### src/rtl/seq_csk_multiplier_pkg.sv
// Shared types and constants for the iterative carry-skip multiplier.
package mul_pkg;

  typedef enum logic [1:0] {
    IDLE = 2'd0,
    RUN  = 2'd1,
    DONE = 2'd2
  } state_e;

  localparam int MUL_WIDTH = 32;
  localparam int CSK_BLK   = 4;

endpackage : mul_pkg

### src/rtl/seq_csk_multiplier_csk_adder_n.sv
// WIDTH-bit carry-skip adder: a chain of 4-bit ripple blocks, where a block
// whose bits all propagate passes its carry-in straight to its carry-out.
module csk_adder_n
  import mul_pkg::*;
#(
  parameter int WIDTH = MUL_WIDTH
) (
  input  logic [WIDTH-1:0] a,
  input  logic [WIDTH-1:0] b,
  input  logic             cin,
  output logic [WIDTH-1:0] sum,
  output logic             cout
);

  localparam int NB = WIDTH / CSK_BLK;

  logic [NB:0] carry_s;

  assign carry_s[0] = cin;

  for (genvar g = 0; g < NB; g++) begin : g_blk
    logic [CSK_BLK-1:0] a_s;
    logic [CSK_BLK-1:0] b_s;
    logic [CSK_BLK-1:0] p_s;
    logic [CSK_BLK:0]   rip_s;

    assign a_s   = a[g*CSK_BLK +: CSK_BLK];
    assign b_s   = b[g*CSK_BLK +: CSK_BLK];
    assign p_s   = a_s ^ b_s;
    assign rip_s = {1'b0, a_s} + {1'b0, b_s} + {{CSK_BLK{1'b0}}, carry_s[g]};
    assign sum[g*CSK_BLK +: CSK_BLK] = rip_s[CSK_BLK-1:0];
    // Full propagate means the ripple carry equals cin, so skip the block.
    assign carry_s[g+1] = (&p_s) ? carry_s[g] : rip_s[CSK_BLK];
  end

  assign cout = carry_s[NB];

endmodule : csk_adder_n

### src/rtl/seq_csk_multiplier.sv
// Iterative unsigned shift-add multiplier: one carry-skip add and one right
// shift per cycle, WIDTH cycles per product, zero operands short-circuited.
module seq_csk_multiplier
  import mul_pkg::*;
#(
  parameter int WIDTH = MUL_WIDTH
) (
  input  logic               clk,
  input  logic               rst,
  input  logic               in_valid,
  output logic               in_ready,
  input  logic [WIDTH-1:0]   a,
  input  logic [WIDTH-1:0]   b,
  output logic               out_valid,
  input  logic               out_ready,
  output logic [2*WIDTH-1:0] product,
  output logic               busy
);

  if ((WIDTH % CSK_BLK) != 0 || WIDTH < CSK_BLK) begin : g_width_check
    $error("seq_csk_multiplier: WIDTH must be a multiple of 4 and >= 4");
  end

  localparam int            CW   = $clog2(WIDTH);
  localparam logic [CW-1:0] LAST = CW'(WIDTH - 1);

  state_e               state_q,     state_d;
  logic [WIDTH-1:0]     mcand_q,     mcand_d;
  logic [WIDTH-1:0]     acc_q,       acc_d;
  logic [WIDTH-1:0]     mq_q,        mq_d;
  logic [CW-1:0]        count_q,     count_d;
  logic [2*WIDTH-1:0]   product_q,   product_d;
  logic                 out_valid_q, out_valid_d;
  logic                 busy_q,      busy_d;

  logic [WIDTH-1:0]     addend_s;
  logic [WIDTH-1:0]     sum_s;
  logic                 cout_s;
  logic [2*WIDTH-1:0]   shift_s;

  assign addend_s = mq_q[0] ? mcand_q : {WIDTH{1'b0}};
  // The carry-out becomes the new acc MSB, so no bit of the sum is lost.
  assign shift_s  = {cout_s, sum_s, mq_q[WIDTH-1:1]};

  csk_adder_n #(
    .WIDTH(WIDTH)
  ) u_csk (
    .a   (acc_q),
    .b   (addend_s),
    .cin (1'b0),
    .sum (sum_s),
    .cout(cout_s)
  );

  always_ff @(posedge clk) begin
    if (rst) begin
      state_q     <= IDLE;
      mcand_q     <= {WIDTH{1'b0}};
      acc_q       <= {WIDTH{1'b0}};
      mq_q        <= {WIDTH{1'b0}};
      count_q     <= {CW{1'b0}};
      product_q   <= {(2*WIDTH){1'b0}};
      out_valid_q <= 1'b0;
      busy_q      <= 1'b0;
    end else begin
      state_q     <= state_d;
      mcand_q     <= mcand_d;
      acc_q       <= acc_d;
      mq_q        <= mq_d;
      count_q     <= count_d;
      product_q   <= product_d;
      out_valid_q <= out_valid_d;
      busy_q      <= busy_d;
    end
  end

  always_comb begin
    state_d     = state_q;
    mcand_d     = mcand_q;
    acc_d       = acc_q;
    mq_d        = mq_q;
    count_d     = count_q;
    product_d   = product_q;
    out_valid_d = out_valid_q;
    busy_d      = busy_q;
    case (state_q)
      IDLE: begin
        if (in_valid && in_ready) begin
          mcand_d = a;
          acc_d   = {WIDTH{1'b0}};
          mq_d    = b;
          busy_d  = 1'b1;
          if (a == {WIDTH{1'b0}} || b == {WIDTH{1'b0}}) begin
            product_d   = {(2*WIDTH){1'b0}};
            out_valid_d = 1'b1;
            state_d     = DONE;
          end else begin
            count_d = {CW{1'b0}};
            state_d = RUN;
          end
        end else begin
          state_d = IDLE;
        end
      end
      RUN: begin
        acc_d = shift_s[2*WIDTH-1:WIDTH];
        mq_d  = shift_s[WIDTH-1:0];
        if (count_q == LAST) begin
          // Hold the counter on the final step so it never wraps.
          count_d     = count_q;
          product_d   = shift_s;
          out_valid_d = 1'b1;
          state_d     = DONE;
        end else begin
          count_d = count_q + {{(CW-1){1'b0}}, 1'b1};
          state_d = RUN;
        end
      end
      DONE: begin
        if (out_ready) begin
          out_valid_d = 1'b0;
          busy_d      = 1'b0;
          state_d     = IDLE;
        end else begin
          state_d = DONE;
        end
      end
      default: begin
        out_valid_d = 1'b0;
        busy_d      = 1'b0;
        state_d     = IDLE;
      end
    endcase
  end

  always_comb begin
    in_ready  = 1'b0;
    out_valid = out_valid_q;
    busy      = busy_q;
    product   = product_q;
    if (!rst && state_q == IDLE) begin
      in_ready = 1'b1;
    end else begin
      in_ready = 1'b0;
    end
  end

endmodule : seq_csk_multiplier

### config.mk
export PLATFORM = sky130hd
export DESIGN_NAME = seq_csk_multiplier
export DESIGN_NICKNAME = d
export VERILOG_FILES = /design/src/rtl/seq_csk_multiplier_pkg.sv /design/src/rtl/seq_csk_multiplier_csk_adder_n.sv /design/src/rtl/seq_csk_multiplier.sv
export SDC_FILE = /design/constraint.sdc
export NUM_CORES = 1
export LEC_CHECK = 0
export ABC_AREA = 1
export BUFFER_PORTS_ARGS = -buffer_cell sky130_fd_sc_hd__buf_2
export CAP_MARGIN = 15
export CORE_MARGIN = 2
export CORE_UTILIZATION = 51
export DETAILED_ROUTE_END_ITERATION = 10
export GPL_ROUTABILITY_DRIVEN = 0
export PLACE_DENSITY = 0.85
export SYNTH_ARGS = -nofsm -noshare
export SYNTH_HDL_FRONTEND = slang
export SYNTH_SLANG_ARGS = --single-unit
### constraint.sdc
create_clock -name clk -period 9.4 [get_ports clk]
set_clock_uncertainty 0.15 [all_clocks]
set_input_delay 0.94 -clock clk [delete_from_list [all_inputs] [get_ports clk]]
set_output_delay 0.94 -clock clk [all_outputs]
set_load 0.03 [all_outputs]
==> qor.txt, run 1 <==
1st-iter DRT viols = 703
RSZ-0062 raised after global routing = true
antenna violations before repair = 1
Seq/Total Area, Yosys = 41.2%
pre-CTS WS = -0.420 ns
multi-input logic area = 4280 sq um
Reg clk slew, reported paths = 0.07 ns
CTS tree = done
Tmin final = 9.86 ns
dominant cell type by area after synthesis = dfxtp_1
die width = 131 um
Main synth FF type = dfxtp_1
worst reg-to-reg setup slack = -0.46 ns
Area contributors post-synth = dfxtp_1 41%, nand2_1 15%, nand3_1 6.7%
status = finished, violations left
Max Slew Vio Count = 0
Fill cells = 1321
cts hold-fix bufs = 0
P per Cell Area = 160 nW/um^2
Fin Hold WS = 0.312 ns
Hold WC Path Type = register to register
Via-to-Cell Ratio = 5.37
Detailed Routing Iterations Pass 1 = 5
VDD IR-drop max = 146 uV
IO buf count = 134
placed insts = 1421
Post-synth ARST share = 0%
CTS sink count = 169
storage element area = 3390 sq um
layout net count = 1383
CP max stage cell = fa_2
aggregate global routing overflow = 0
Max FO, Critical Path = 3
Detailed Place HPWL = 13800 um
crit end category = register
Synth Net Count = 1240
remaining antenna violation count = 0
CP startpoint kind = register
commonest cells in the netlist = 325 x nand2_1, 169 x dfxtp_1, 110 x nand3_1
vias in the first global route = 7491
Routed WL per cell = 15.1 um
WP data arrival = 10.07 ns
top-count cell post-synth = nand2_1
Power Total = 1.61 mW
Final Non-Filler Cells = 1496
top-area cell type share of the netlist area = 41.2%
leakage power figure = 4.55 nW
synthesis-to-finish area growth = 22.4%
H-tree depth = 4
Post-synth EDFFs = 0
Core ar. = 15800 sq um
CTS buffer count = 17
# Max-Cap Violations = 0
cells after synthesis = 1123
DIE AREA = 17100 sq um
max_slew headroom = 28.7%
Synth Warn # = 0
WL final = 22600 um
Max clock buf depth = 2
Slew @ Worst Pin = 1.07 ns
CP most frequent cell = fa_2
fin worst setup slack = -0.457 ns
final core utilization = 63.5%
largest net degree at the start of global routing = 83
Setup TNS = -3.43 ns
final period utilization = 105%
Synth Cell Area = 8220 sq um
number of remaining DRC errors = 0
Boundary Pins = 135
CP Class = register to register
clock root cell = clkbuf_16
share of layout cells above drive strength 1 = 24.6%
CP Data Required Time = 9.61 ns
Clock Latency Late Sink = 0.44 ns
violated checks = setup timing
synth unique cells = 32
Finished Cell Area = 10100 sq um
via count = 8028
first-pass GRT wire length = 34900 um
Mean Syn Cell Area = 7.32 sq um
Fmax = 101 MHz
placed instance area = 8990 sq um
Setup-failing EPs final = 10
Yosys reg bits = 169
GRT Overall Usage = 25.9%
Final Hold Viols = 0
starting density of the core = 51.9%
Die Ht = 131 um
Cell Rows = 46
delay of the slowest critical-path stage = 0.38 ns
[worst paths after layout]
path,start,end,depth (start not counted)
max,mcand_q[0],acc_q[31],57
min,product[4],product[4],2
max reg2reg,mcand_q[0],acc_q[31],57
min reg2reg,product[4],product[4],2
[per-layer routing]
metal  vias up  global-route usage (%)  share of wire (%)
li1       3928                       -                  -
met1      3720                    32.4                 42
met2       302                    42.4                 48
met3        78                    5.66                5.7
met4         0                    12.7                3.9
met5         -                       0                  0
[critical path: cells and delay by family, from the launching register on]
kind                     cells  cell delay (ns)
AO/OA/AOI/OAI                8             0.99
buffers and inverters        8             0.50
flip-flops                   1             0.32
adder cells (fa/ha/maj)     16             5.52
AND/OR/NAND/NOR             25             2.32
[layout make-up]
class	count	area share (%)
well taps	216	2.69
diodes	1	0.0249
clock buffers	19	4.51
multi-input cells	781	42.5
clock inverters	13	1.67
repair buffers	190	10.9
inverters	107	4.01
flip-flops and latches	169	33.7
[where the power goes]
part | leakage [nW] | internal [mW] | switching, mW | total (mW)
Combinational | 2.89 | 0.0346 | 0.0943 | 0.129
Sequential | 1.37 | 0.737 | 0.0124 | 0.749
Clock | 0.288 | 0.434 | 0.302 | 0.735
[sequential cells by signal, summed over array words and instances (netlist names)]
register and flops:
product 64, acc_q 32, mcand_q 32, mq_q 32, count_q 5, state_q 2
busy 1, out_valid 1
[cells in the final DEF, fill, tap and decap left out, types with 11 or more instances in the layout]
| cell type | synthesis | routed |
|---|---|---|
| nand2_1 | 325 | 318 |
| dfxtp_1 | 169 | 167 |
| buf_2 | 18 | 133 |
| nand3_1 | 110 | 104 |
| inv_1 | 102 | 93 |
| a21oi_1 | 95 | 91 |
| nor2_1 | 80 | 77 |
| buf_4 | 0 | 57 |
| ha_1 | 34 | 33 |
| a31oi_1 | 32 | 32 |
| clkbuf_16 | 0 | 17 |
| nand3_2 | 11 | 16 |
| fa_2 | 0 | 15 |
| inv_2 | 4 | 13 |
| a21oi_2 | 10 | 13 |
| nand2_2 | 4 | 11 |
[cells by family (layout without fill, tap and decap cells)]
kind of cell / count (synthesis) / count (layout) / synth area share (%)
AOI/OAI and AO/OA: 170 / 170 / 11.9
DFF: 169 / 169 / 41.2
buffers and inverters: 173 / 329 / 8.74
and+or+nand+nor: 562 / 562 / 29.4
adders and majority gates: 49 / 49 / 8.83
other: 0 / 1 / 0
[timing repair]
action                                  CTS  global route
cloned                                    0             0
hold endpoints to repair                  0             0
pin swaps                                 6            15
resized for setup                        15            33
endpoints found under the setup margin   10            11
buffers inserted                         33            10
Note: power is estimated with default switching activity, not from simulation.
==> run 2, diff against run 1 <==
- CORE_ASPECT_RATIO: default -> 1.1
- PLACE_DENSITY: 0.85 -> 0.88
==> run 2 against run 1 <==
The run still ends with setup timing left. Highest routed layer unchanged. Register-to-register slack better by 0.13 ns. Critical path depth is the same. Die area barely moved. Critical endpoint unchanged. First-iteration DRC count is 22% higher. Largest cell class unchanged. Worst hold slack is essentially flat.
==> qor.txt, run 2 (synthesized netlist as in run 1, its figures left out) <==
GRT Overall Usage = 26.2%
CTS tree = done
Setup TNS = -2.26 ns
Clock Latency Late Sink = 0.44 ns
DIE AREA = 17100 sq um
Via-to-Cell Ratio = 5.52
CP Class = register to register
Core ar. = 15700 sq um
RSZ-0062 raised after global routing = true
Detailed Place HPWL = 14000 um
WL final = 23200 um
clock power share = 43.5%
H-tree depth = 4
Reg2Reg Depth = 57
status = finished, violations left
remaining antenna violation count = 0
VDD IR-drop max = 107 uV
reg2reg end = acc_q[31]
Fmax = 103 MHz
vias in the first global route = 7678
commonest non-fill, non-tap cell in the layout = nand2_1
placed instance area = 8980 sq um
Final Hold Viols = 0
CP max stage cell = fa_2
sequential power share = 48.2%
Internal Pwr Total = 1.14 mW
antenna violations before repair = 0
via count = 8190
clock root cell = clkbuf_16
Max Slew Vio Count = 0
hold path cells = 2
Slew @ Worst Pin = 1.09 ns
final core utilization = 63.6%
CTS buffer count = 17
1st-iter DRT viols = 859
cts hold-fix bufs = 0
max_slew headroom = 27.5%
Power Total = 1.56 mW
delay of the slowest critical-path stage = 0.39 ns
CTS sink count = 169
Routed WL per cell = 15.6 um
crit end category = register
Die Ht = 137 um
Setup-failing EPs final = 8
worst flop-to-flop path startpoint = mcand_q[0]
Hold WC Path Type = register to register
Detailed Routing Iterations Pass 1 = 6
Max clock buf depth = 2
placed insts = 1406
WP data arrival = 9.94 ns
final period utilization = 103%
Cell Rows = 48
die width = 125 um
Finished Cell Area = 10000 sq um
Reg clk slew, reported paths = 0.07 ns
most frequent cells in the layout = 319 x nand2_1, 167 x dfxtp_1, 133 x buf_2
Fill cells = 1320
storage element area = 3390 sq um
multi-input logic area = 4270 sq um
# Max-Cap Violations = 0
Tmin final = 9.72 ns
violated checks = setup timing
IO buf count = 134
aggregate global routing overflow = 0
hold endpoint = product[12]
HP Start = product[12]
share of layout cells above drive strength 1 = 24.9%
Boundary Pins = 135
worst path buffer plus inverter count = 8
fin worst setup slack = -0.324 ns
leakage power figure = 4.55 nW
CP most frequent cell = fa_2
sw frac = 26.8%
max reg flops = 64
number of remaining DRC errors = 0
Top delay family on crit path = adder cells
worst reg-to-reg setup slack = -0.32 ns
layout net count = 1388
starting density of the core = 52.2%
Final Non-Filler Cells = 1485
Max FO, Critical Path = 3
Fin Hold WS = 0.312 ns
P per Cell Area = 156 nW/um^2
first-pass GRT wire length = 36400 um
Net Switching = 417 uW
CP startpoint kind = register
Gate power share = 8.3%
synthesis-to-finish area growth = 21.8%
CP Data Required Time = 9.61 ns
largest net degree at the start of global routing = 94
pre-CTS WS = -0.269 ns
## run 2: cell types whose count changed in the layout (fill, tap and decap cells not counted), sizes merged
cell | before | now
clkbuf | 19 | 17
inv | 108 | 112
bufinv | 3 | 1
buf | 190 | 195
## run 2: what timing repair did
action	4_1_cts	5_1_grt
gates resized for setup	21	27
setup buffers	37	10
pin swaps	13	13
setup endpoints to repair	10	10
## run 2: layout make-up
class / instances / area share (%)
Clock buffer: 17 / 4.25
Tap cell: 200 / 2.50
Sequential cell: 169 / 33.8
Inverter: 107 / 4.03
Antenna cell: 1 / 0.0250
Multi-Input combinational cell: 781 / 42.7
Timing Repair Buffer: 195 / 11.3
Clock inverter: 15 / 1.39
## run 2: worst register-to-register path: cells and delay by family (launching register included)
kind	cells	cell delay, ns
adder cells (fa/ha/maj)	16	5.47
AND/OR/NAND/NOR	25	2.24
AO/OA/AOI/OAI	8	0.99
buffers and inverters	8	0.48
flip-flops	1	0.32
## run 2: how the worst max path moves through the flow
stage                  end  slack [ns]  depth (start not counted)       start
5_1_grt          acc_q[31]       -0.79                         57  mcand_q[0]
4_1_cts          acc_q[31]       -0.04                         57  mcand_q[0]
3_3_place_gp   product[62]       -0.07                         55  mcand_q[0]
3_5_place_dp   product[63]       -0.27                         57     mq_q[0]
2_1_floorplan  product[62]       0.008                         57     mq_q[0]
6_report         acc_q[31]       -0.32                         57  mcand_q[0]
## run 2: metal layers
layer | track usage (%) | wire, um
met2 | 44.7 | 11500
met1 | 31.2 | 9140
met3 | 5.12 | 1510
met5 | 0 | 0
met4 | 14.7 | 1070
## run 2: power by group through the flow
stage | clock network (mW) | logic (mW) | registers [mW]
floorplan | 0 | 0.0846 | 0.764
global placement | 0 | 0.123 | 0.764
detailed placement | 0 | 0.125 | 0.765
CTS | 0.680 | 0.126 | 0.749
global route | 0.718 | 0.141 | 0.751
finish | 0.677 | 0.129 | 0.749
